<file path="config.mk">
export PLATFORM = sky130hd
export DESIGN_NAME = wb_sequencer
export DESIGN_NICKNAME = d
export VERILOG_FILES = /design/src/rtl/wb_sequencer.sv
export SDC_FILE = /design/constraint.sdc
export NUM_CORES = 1
export LEC_CHECK = 0
export ABC_AREA = 1
export BUFFER_PORTS_ARGS = -buffer_cell sky130_fd_sc_hd__buf_4
export CAP_MARGIN = 20
export CORE_MARGIN = 3
export CORE_UTILIZATION = 25
export CTS_CLUSTER_DIAMETER = 80
export DETAILED_ROUTE_END_ITERATION = 12
export PLACE_DENSITY = 0.45
export SYNTH_ARGS = -nofsm -noshare
export SYNTH_HDL_FRONTEND = slang
export SYNTH_SLANG_ARGS = --single-unit
</file>
<file path="constraint.sdc">
create_clock -name clk -period 4.3 [get_ports clk]
set_clock_uncertainty 0.2 [all_clocks]
set_input_delay 0.43 -clock clk [delete_from_list [all_inputs] [get_ports clk]]
set_output_delay 0.43 -clock clk [all_outputs]
set_load 0.005 [all_outputs]
</file>
<file path="src/rtl/wb_sequencer.sv">
// Purpose : Y86 write-back sequencer; derives dstE/dstM and drives a single-write-port register file.
// Latency : accept at edge N -> E write in cycle N+1, M write (popq) in cycle N+2; wb_done on the last write cycle.
// Backpr. : wb_ready high only in IDLE; wb_valid held while busy is ignored and nothing is captured.
//
// Ports: clk/rst_n (sync active-low); wb_valid/wb_ready handshake with icode, rA, rB, cnd, valE, valM;
//        rf_we/rf_waddr/rf_wdata register-file write port; wb_done completion pulse;
//        halted/stat_ins sticky status; retired completed-instruction counter.
module wb_sequencer #(
    parameter int CNT_W = 32
) (
    input  logic             clk,
    input  logic             rst_n,
    input  logic             wb_valid,
    output logic             wb_ready,
    input  logic [3:0]       icode,
    input  logic [3:0]       rA,
    input  logic [3:0]       rB,
    input  logic             cnd,
    input  logic [63:0]      valE,
    input  logic [63:0]      valM,
    output logic             rf_we,
    output logic [3:0]       rf_waddr,
    output logic [63:0]      rf_wdata,
    output logic             wb_done,
    output logic             halted,
    output logic             stat_ins,
    output logic [CNT_W-1:0] retired
);

    localparam logic [3:0] RNONE = 4'hF;
    localparam logic [3:0] RSP   = 4'h4;

    typedef enum logic [1:0] {
        S_IDLE = 2'd0,
        S_WR_E = 2'd1,
        S_WR_M = 2'd2,
        S_HALT = 2'd3
    } state_t;

    state_t            state_q, state_d;
    logic [3:0]        dst_e_q, dst_e_d;
    logic [3:0]        dst_m_q, dst_m_d;
    logic [63:0]       val_e_q, val_e_d;
    logic [63:0]       val_m_q, val_m_d;
    logic              halt_pulse_q, halt_pulse_d;
    logic              halted_q, halted_d;
    logic              stat_ins_q, stat_ins_d;
    logic [CNT_W-1:0]  retired_q, retired_d;

    // Destination decode from the live inputs; only used at the accept edge.
    logic [3:0] dst_e_in, dst_m_in;

    always_comb begin
        dst_e_in = RNONE;
        dst_m_in = RNONE;
        case (icode)
            4'h2:                      dst_e_in = cnd ? rB : RNONE;
            4'h3, 4'h6:                dst_e_in = rB;
            4'h8, 4'h9, 4'hA, 4'hB:    dst_e_in = RSP;
            default:                   dst_e_in = RNONE;
        endcase
        if (icode == 4'h5 || icode == 4'hB) begin
            dst_m_in = rA;
        end
    end

    always_comb begin
        state_d      = state_q;
        dst_e_d      = dst_e_q;
        dst_m_d      = dst_m_q;
        val_e_d      = val_e_q;
        val_m_d      = val_m_q;
        halt_pulse_d = 1'b0;
        halted_d     = halted_q;
        stat_ins_d   = stat_ins_q;
        wb_ready     = 1'b0;
        rf_we        = 1'b0;
        rf_waddr     = RNONE;
        rf_wdata     = 64'd0;
        // halt/invalid completes in the cycle right after it was accepted
        wb_done      = halt_pulse_q;

        case (state_q)
            S_IDLE: begin
                wb_ready = 1'b1;
                if (wb_valid) begin
                    dst_e_d = dst_e_in;
                    dst_m_d = dst_m_in;
                    val_e_d = valE;
                    val_m_d = valM;
                    if (icode >= 4'h1 && icode <= 4'hB) begin
                        state_d = S_WR_E;
                    end else begin
                        state_d      = S_HALT;
                        halted_d     = 1'b1;
                        stat_ins_d   = (icode > 4'hB);
                        halt_pulse_d = 1'b1;
                    end
                end
            end
            S_WR_E: begin
                if (dst_e_q != RNONE) begin
                    rf_we    = 1'b1;
                    rf_waddr = dst_e_q;
                    rf_wdata = val_e_q;
                end
                if (dst_m_q != RNONE) begin
                    state_d = S_WR_M;
                end else begin
                    wb_done = 1'b1;
                    state_d = S_IDLE;
                end
            end
            S_WR_M: begin
                // M write lands after E, so popq %rsp leaves %rsp = valM
                rf_we    = 1'b1;
                rf_waddr = dst_m_q;
                rf_wdata = val_m_q;
                wb_done  = 1'b1;
                state_d  = S_IDLE;
            end
            S_HALT: begin
                state_d = S_HALT;
            end
            default: begin
                state_d = S_IDLE;
            end
        endcase

        retired_d = retired_q + CNT_W'(wb_done);
    end

    always_ff @(posedge clk) begin
        if (!rst_n) begin
            state_q      <= S_IDLE;
            dst_e_q      <= RNONE;
            dst_m_q      <= RNONE;
            val_e_q      <= 64'd0;
            val_m_q      <= 64'd0;
            halt_pulse_q <= 1'b0;
            halted_q     <= 1'b0;
            stat_ins_q   <= 1'b0;
            retired_q    <= '0;
        end else begin
            state_q      <= state_d;
            dst_e_q      <= dst_e_d;
            dst_m_q      <= dst_m_d;
            val_e_q      <= val_e_d;
            val_m_q      <= val_m_d;
            halt_pulse_q <= halt_pulse_d;
            halted_q     <= halted_d;
            stat_ins_q   <= stat_ins_d;
            retired_q    <= retired_d;
        end
    end

    assign halted   = halted_q;
    assign stat_ins = stat_ins_q;
    assign retired  = retired_q;

endmodule

</file>
==> results.md, run 1 <==
- Root Buffer Master: clkbuf_16
- DRC Markers: 0
- Netlist cell types: 23
- RSZ-0062 raised after global routing: false
- Bufs on Longest Clock Path: 2
- Worst-path clk slew: about 70 ps
- Actual slew at the worst max-slew pin: ~930 ps
- XOR/XNOR Fraction of Synth Area: less than 1%
- HPWL after DPL: 19800 µm
- Yosys warns: 0
- Final number of setup-violating endpoints: 0
- Iter 0 DRT Violations: ~470
- Core Area: just over 30000 µm²
- WL final: approximately 30000 µm
- Drt wl/cell: ~17 µm
- Data arrival, critical path: 2390 ps
- Initial antenna violation count: 1
- CTS Buf Count: 17
- Post-CTS Setup Bufs: 0
- Crit path max fanout: just under 70
- Synth top area share: 44.5%
- Worst R2R Start: state_q[0]
- Synth Area in Adders: less than 1%
- Worst setup path class: reg -> out
- Pin count of the biggest net entering global routing: just over 100
- Min Tclk post-route: 3020 ps
- Syn Inst Count: about 1200
- H-tree Lvls: 4
- Final-stage net count: 1518
- DIE HEIGHT: ~180 µm
- Share of cells above drive strength 1: 22.1%
- PwrDens: 391 nW/µm²
- Fillers: 3324
- Fin util: a little over a third
- TritonCTS clock tree: done
- Clock latency at the later pin of the worst-skew pair: ~430 ps
- Commonest non-fill, non-tap cell in the layout: nor2_1
- Initial Util: between 20% and 30%
- First-pass DRT Iterations: 5
- Final Cycle Share: ~70%
- Vias/cell: about 4.7
- Run status: complete, no violations
- Hold Crit Depth: 3
- Layout Area Growth over Synthesis: 35.2%
- Worst Hold Launch: rA[1]
- Critical Path Start: state_q[0]
- Ports: 249
- Hold Buf Count CTS: 0
- GP Congestion: 0.774
- Worst EP required: between 3000 and 4000 ps
- Max cap viols: 0
- F_max: 331 MHz
- Most frequent cells in the layout: nor2_1, buf_4, nand2_1
- Worst setup path end: rf_wdata[15]
- Total negative slack: 0 ps
- First-pass GRT wire length: about 46000 µm
- Crit path capture type: primary output
- Worst hold path type: in -> reg
- Post-CTS sizing: 0
- Grt ovf: 0
- Via Count: 8316
- Area leader, netlist: dfxtp_1
- Multiplexer share of the synthesized area: 0%
- Syn nets: about 1300
- Rows: between 60 and 70
- Max-slew headroom: between 30 and 40%
- Crit path launch type: flip-flop
- Hold Vio Cnt, Final: 0
- Vias in the first global route: roughly 8200
- Peak supply drop: about 0.23 mV
- Compound-Gate Fraction of Synth Area: about 17%
- Post-Syn Area per Cell: between 6 and 7 µm²
- Die W: about 180 µm
- Final ANT Viol Nets: 0
- Reg2reg setup slack: between 1500 and 2000 ps
- Seq cells post-synth: 173
- Largest family of logic cells by synthesized area: simple AND/OR/NAND/NOR gates
- Netlist Area Pre-Place: 7790 µm²
- Port bufs: 248
- Area contributors post-synth: dfxtp_1, nor2_1, o21ai_0, nand2_1, a21oi_1
- Max Slew Vio Count: 0
- Total GRT Usage: 17.5%
- CTS Sinks: about 170
- Post-Synth Simple-Gate Area: 31.7%
- Sequential element share of the synthesized area: ~44%
- Die footprint: 33300 µm²
- Reg2Reg Depth: 13
- Reg-to-Reg End: retired[12]
- Leakage power: about 4.2 nW
cells in the mapped netlist:
master    number
nor2_1       319
nand2_1      184
dfxtp_1      173
o21ai_0      155
a21oi_1       99
nand3_1       83
clkbuf_1      55
inv_1         47
buf_2         15
buf_1          6
ha_1           6
nand4_1        5
nor2_4         5
nand2_2        3
inv_2          2
nor3_1         2
o21a_1         2
and2_1         1
nand3_2        1
nand3_4        1
or2_0          1
or2_2          1
xor2_1         1
per-stage QoR:
step / instances / total power (W) / worst slack, ps / hold WS (ps) / instance area, µm²
floorplan: 1167 / 0.00227 / 1590 / 249 / 7790
global placement: 1739 / 0.00258 / 1700 / 255 / 9930
detailed placement: 1739 / 0.00259 / 1650 / 262 / 9930
CTS: 1771 / 0.00419 / 1240 / 2.12 / 10500
global route: 1771 / 0.00434 / 1090 / 24.5 / 10500
finish: 1772 / 0.00411 / 1280 / 32.1 / 10500
kinds of logic (layout without fill, tap and decap cells):
group,count (synthesis),count (layout)
and+or+nand+nor,606,606
adders and majority gates,6,6
DFF,173,173
AOI/OAI and AO/OA,256,256
buffers and inverters,125,339
other,0,1
xor gates and xnor gates,1,1
routing by layer:
metal	GRT usage [%]	up-vias	share of wire (%)
li1	-	4178	-
met3	3.67	19	5.5
met5	0	-	0
met4	4.14	0	1.2
met2	28.7	224	46
met1	23.5	3895	48
flip-flops by register name, summed over array words and instances, names as in the netlist, 2 cells and up:
| register | count |
|---|---|
| dst_e_q | 4 |
| val_m_q | 64 |
| retired | 32 |
| val_e_q | 64 |
| state_q | 2 |
| dst_m_q | 4 |
report_power, final:
group          internal, W  leakage (nW)  switching, W  total [W]
combinational     0.000257          2.51      0.000462   0.000719
clock             0.000787         0.292      0.000787    0.00157
sequential         0.00175          1.42     0.0000737    0.00182
worst max-delay path, cell delays in order, from the launching register on:
cell and delay [ps]:
dfxtp_1 380, inv_1 80, ha_1 340, inv_2 70
buf_4 710, a21oi_1 150, buf_4 200
cell type report:
type | count | area, µm² | share of cell area [%]
multi-input combinational | 869 | 3850 | 36.5
sequential | 173 | 3460 | 32.9
clock buffer | 17 | 425 | 4.04
clock inverter | 15 | 168 | 1.59
timing repair buffer | 258 | 1950 | 18.5
inverter | 49 | 186 | 1.77
tap | 390 | 488 | 4.63
antenna | 1 | 2.50 | 0.0238
worst min path at each step:
stage,to
final,dst_m_q[1]
after global routing,dst_m_q[1]
after CTS,dst_m_q[1]
after detailed placement,halted
after global placement,stat_ins
after floorplan,halted
Note: power is estimated with default switching activity, not from simulation.
==> run 2, diff against run 1 <==
Clock period 4.3 ns to 3.08 ns, I/O delays scaled along.
==> run 2 against run 1 <==
  * Non-clock buffer count is 137 higher
  * First-iteration DRC count is 0.42% higher
  * Sequential share of layout area is 3.8 points lower
  * Critical endpoint is now rf_waddr[3]
  * Highest routed layer is now met5
==> results.md, run 2 (synthesis results as in run 1) <==
- Peak supply drop: roughly 0.42 mV
- Reg2reg setup slack: around 380 ps
- Worst setup path class: reg -> out
- Final-stage net count: roughly 1700
- Ports: between 200 and 250
- Vias/cell: roughly 4.6
- CTS Sinks: between 150 and 200
- HPWL after DPL: 19700 µm
- Share of cells above drive strength 1: between 20% and 30%
- Pin count of the biggest net entering global routing: 94
- Clock latency at the later pin of the worst-skew pair: roughly 430 ps
- Bufs on Longest Clock Path: 2
- Commonest non-fill, non-tap cell in the layout: nor2_1
- Max cap viols: 0
- Initial antenna violation count: 1
- Most frequent cells in the layout: nor2_1, buf_4, nand2_1
- Hold Vio Cnt, Final: 0
- Fillers: 3173
- RSZ-0062 raised after global routing: false
- PwrDens: roughly 500 nW/µm²
- Layout Cell Area excl Fill: 11900 µm²
- # diodes: 0
- Crit path capture type: primary output
- Leakage power: roughly 4.8 nW
- Pre-CTS setup slack: 420 ps
- DRC Markers: 0
- Post-CTS Setup Bufs: 0
- Final number of setup-violating endpoints: 0
- Fin util: between 30 and 40%
- Reg2Reg Depth: 13
- H-tree Lvls: 4
- Core Area: ~30000 µm²
- Final ANT Viol Nets: 0
- Crit path max fanout: between 60 and 70
- CTS Buf Count: 17
- Worst setup path end: rf_waddr[3]
- Layout Area Growth over Synthesis: 53.1%
- Die W: 182 µm
- Root Buffer Master: clkbuf_16
- F_max: 350 MHz
- Critical Path Start: state_q[0]
- Min Tclk post-route: ~2900 ps
- Port bufs: 248
- DIE HEIGHT: 182 µm
- Setup ws final: approximately 220 ps
- Via Count: just under 9000
- GP Congestion: 0.774
- Initial Util: about a quarter
- Die footprint: 33300 µm²
- Actual slew at the worst max-slew pin: around 860 ps
- Reg-to-Reg End: retired[12]
- First-pass GRT wire length: 47300 µm
- First-pass DRT Iterations: 5
- Post-DP Area: roughly 10000 µm²
- TritonCTS clock tree: done
- Run status: complete, no violations
- Worst hold path type: in -> reg
- Final Cycle Share: 92.8%
- Total negative slack: 0 ps
- Data arrival, critical path: about 2400 ps
- Max-slew headroom: between 40% and 50%
- Worst R2R Start: state_q[0]
- WL final: about 31000 µm
- Worst EP required: ~2600 ps
- Vias in the first global route: around 8600
- Max Slew Vio Count: 0
- Crit path launch type: flip-flop
- Rows: 63
- Worst-path clk slew: 70 ps
- Iter 0 DRT Violations: roughly 470
- Grt ovf: 0
- Total GRT Usage: about 18%
- Drt wl/cell: ~16 µm
[run 2: cell count changes in the layout (fill, tap and decap cells not counted), sizes merged]
cell,previous run,this run
bufinv,0,1
clkinv,6,3
clkinvlp,0,4
buf,258,260
inv,58,56
dlygate4sd3,0,135
diode,1,0
[run 2: per-layer routing]
metal / up-vias / track usage (%) / part of all wire, %
li1: 4437 / - / -
met1: 4109 / 24.4 / 48
met2: 225 / 28.7 / 45
met3: 33 / 3.69 / 4.9
met4: 2 / 4.91 / 1.7
met5: - / 0 / 0.023
[run 2: critical path, cell delays in order, from the launching register on]
cell	delay, ps
dfxtp_1	400
inv_1	90
ha_1	350
inv_2	80
buf_6	460
a21oi_1	100
o21ai_0	230
buf_4	200
[run 2: final cells by class]
class                      count  area (µm²)  share of cell area (%)
multi-input combinational    869        3850                    32.3
tap                          390         488                    4.09
sequential                   173        3460                    29.1
timing repair buffer         395        3360                    28.2
clock buffer                  17         425                    3.57
inverter                      49         186                    1.56
clock inverter                15         154                    1.29
[run 2: where the power goes]
group / switching, W / total [W] / internal, W / leakage [nW]
Combinational: 0.000682 / 0.00117 / 0.000486 / 3.10
Clock: 0.00105 / 0.00219 / 0.00114 / 0.274
Sequential: 0.000102 / 0.00254 / 0.00244 / 1.42
Total: 0.00183 / 0.00590 / 0.00407 / 4.80
[run 2: how the worst min path moves through the flow]
stage	from	cells after the start	to	slack, ps
after global placement	stat_ins	2	stat_ins	260
after detailed placement	halted	2	halted	250
after CTS	rB[2]	5	dst_e_q[2]	30
after floorplan	rA[0]	2	dst_m_q[0]	250
final	rB[2]	5	dst_e_q[2]	40
after global routing	rB[2]	5	dst_e_q[2]	40
[run 2: per-stage QoR]
stage	hold WS, ps	total power (W)	std cells
3_3_place_gp	261	0.00362	1741
4_1_cts	30.5	0.00598	1908
2_1_floorplan	247	0.00316	1167
6_report	35.4	0.00590	1908
3_5_place_dp	252	0.00363	1741
5_1_grt	43.8	0.00622	1908
[run 2: repair_timing]
item / 4_1_cts / 5_1_grt
endpoints found under the hold margin: 134 / 0
endpoints found under the setup margin: 1 / 0
hold buffers: 135 / 0
resized for setup: 1 / 0
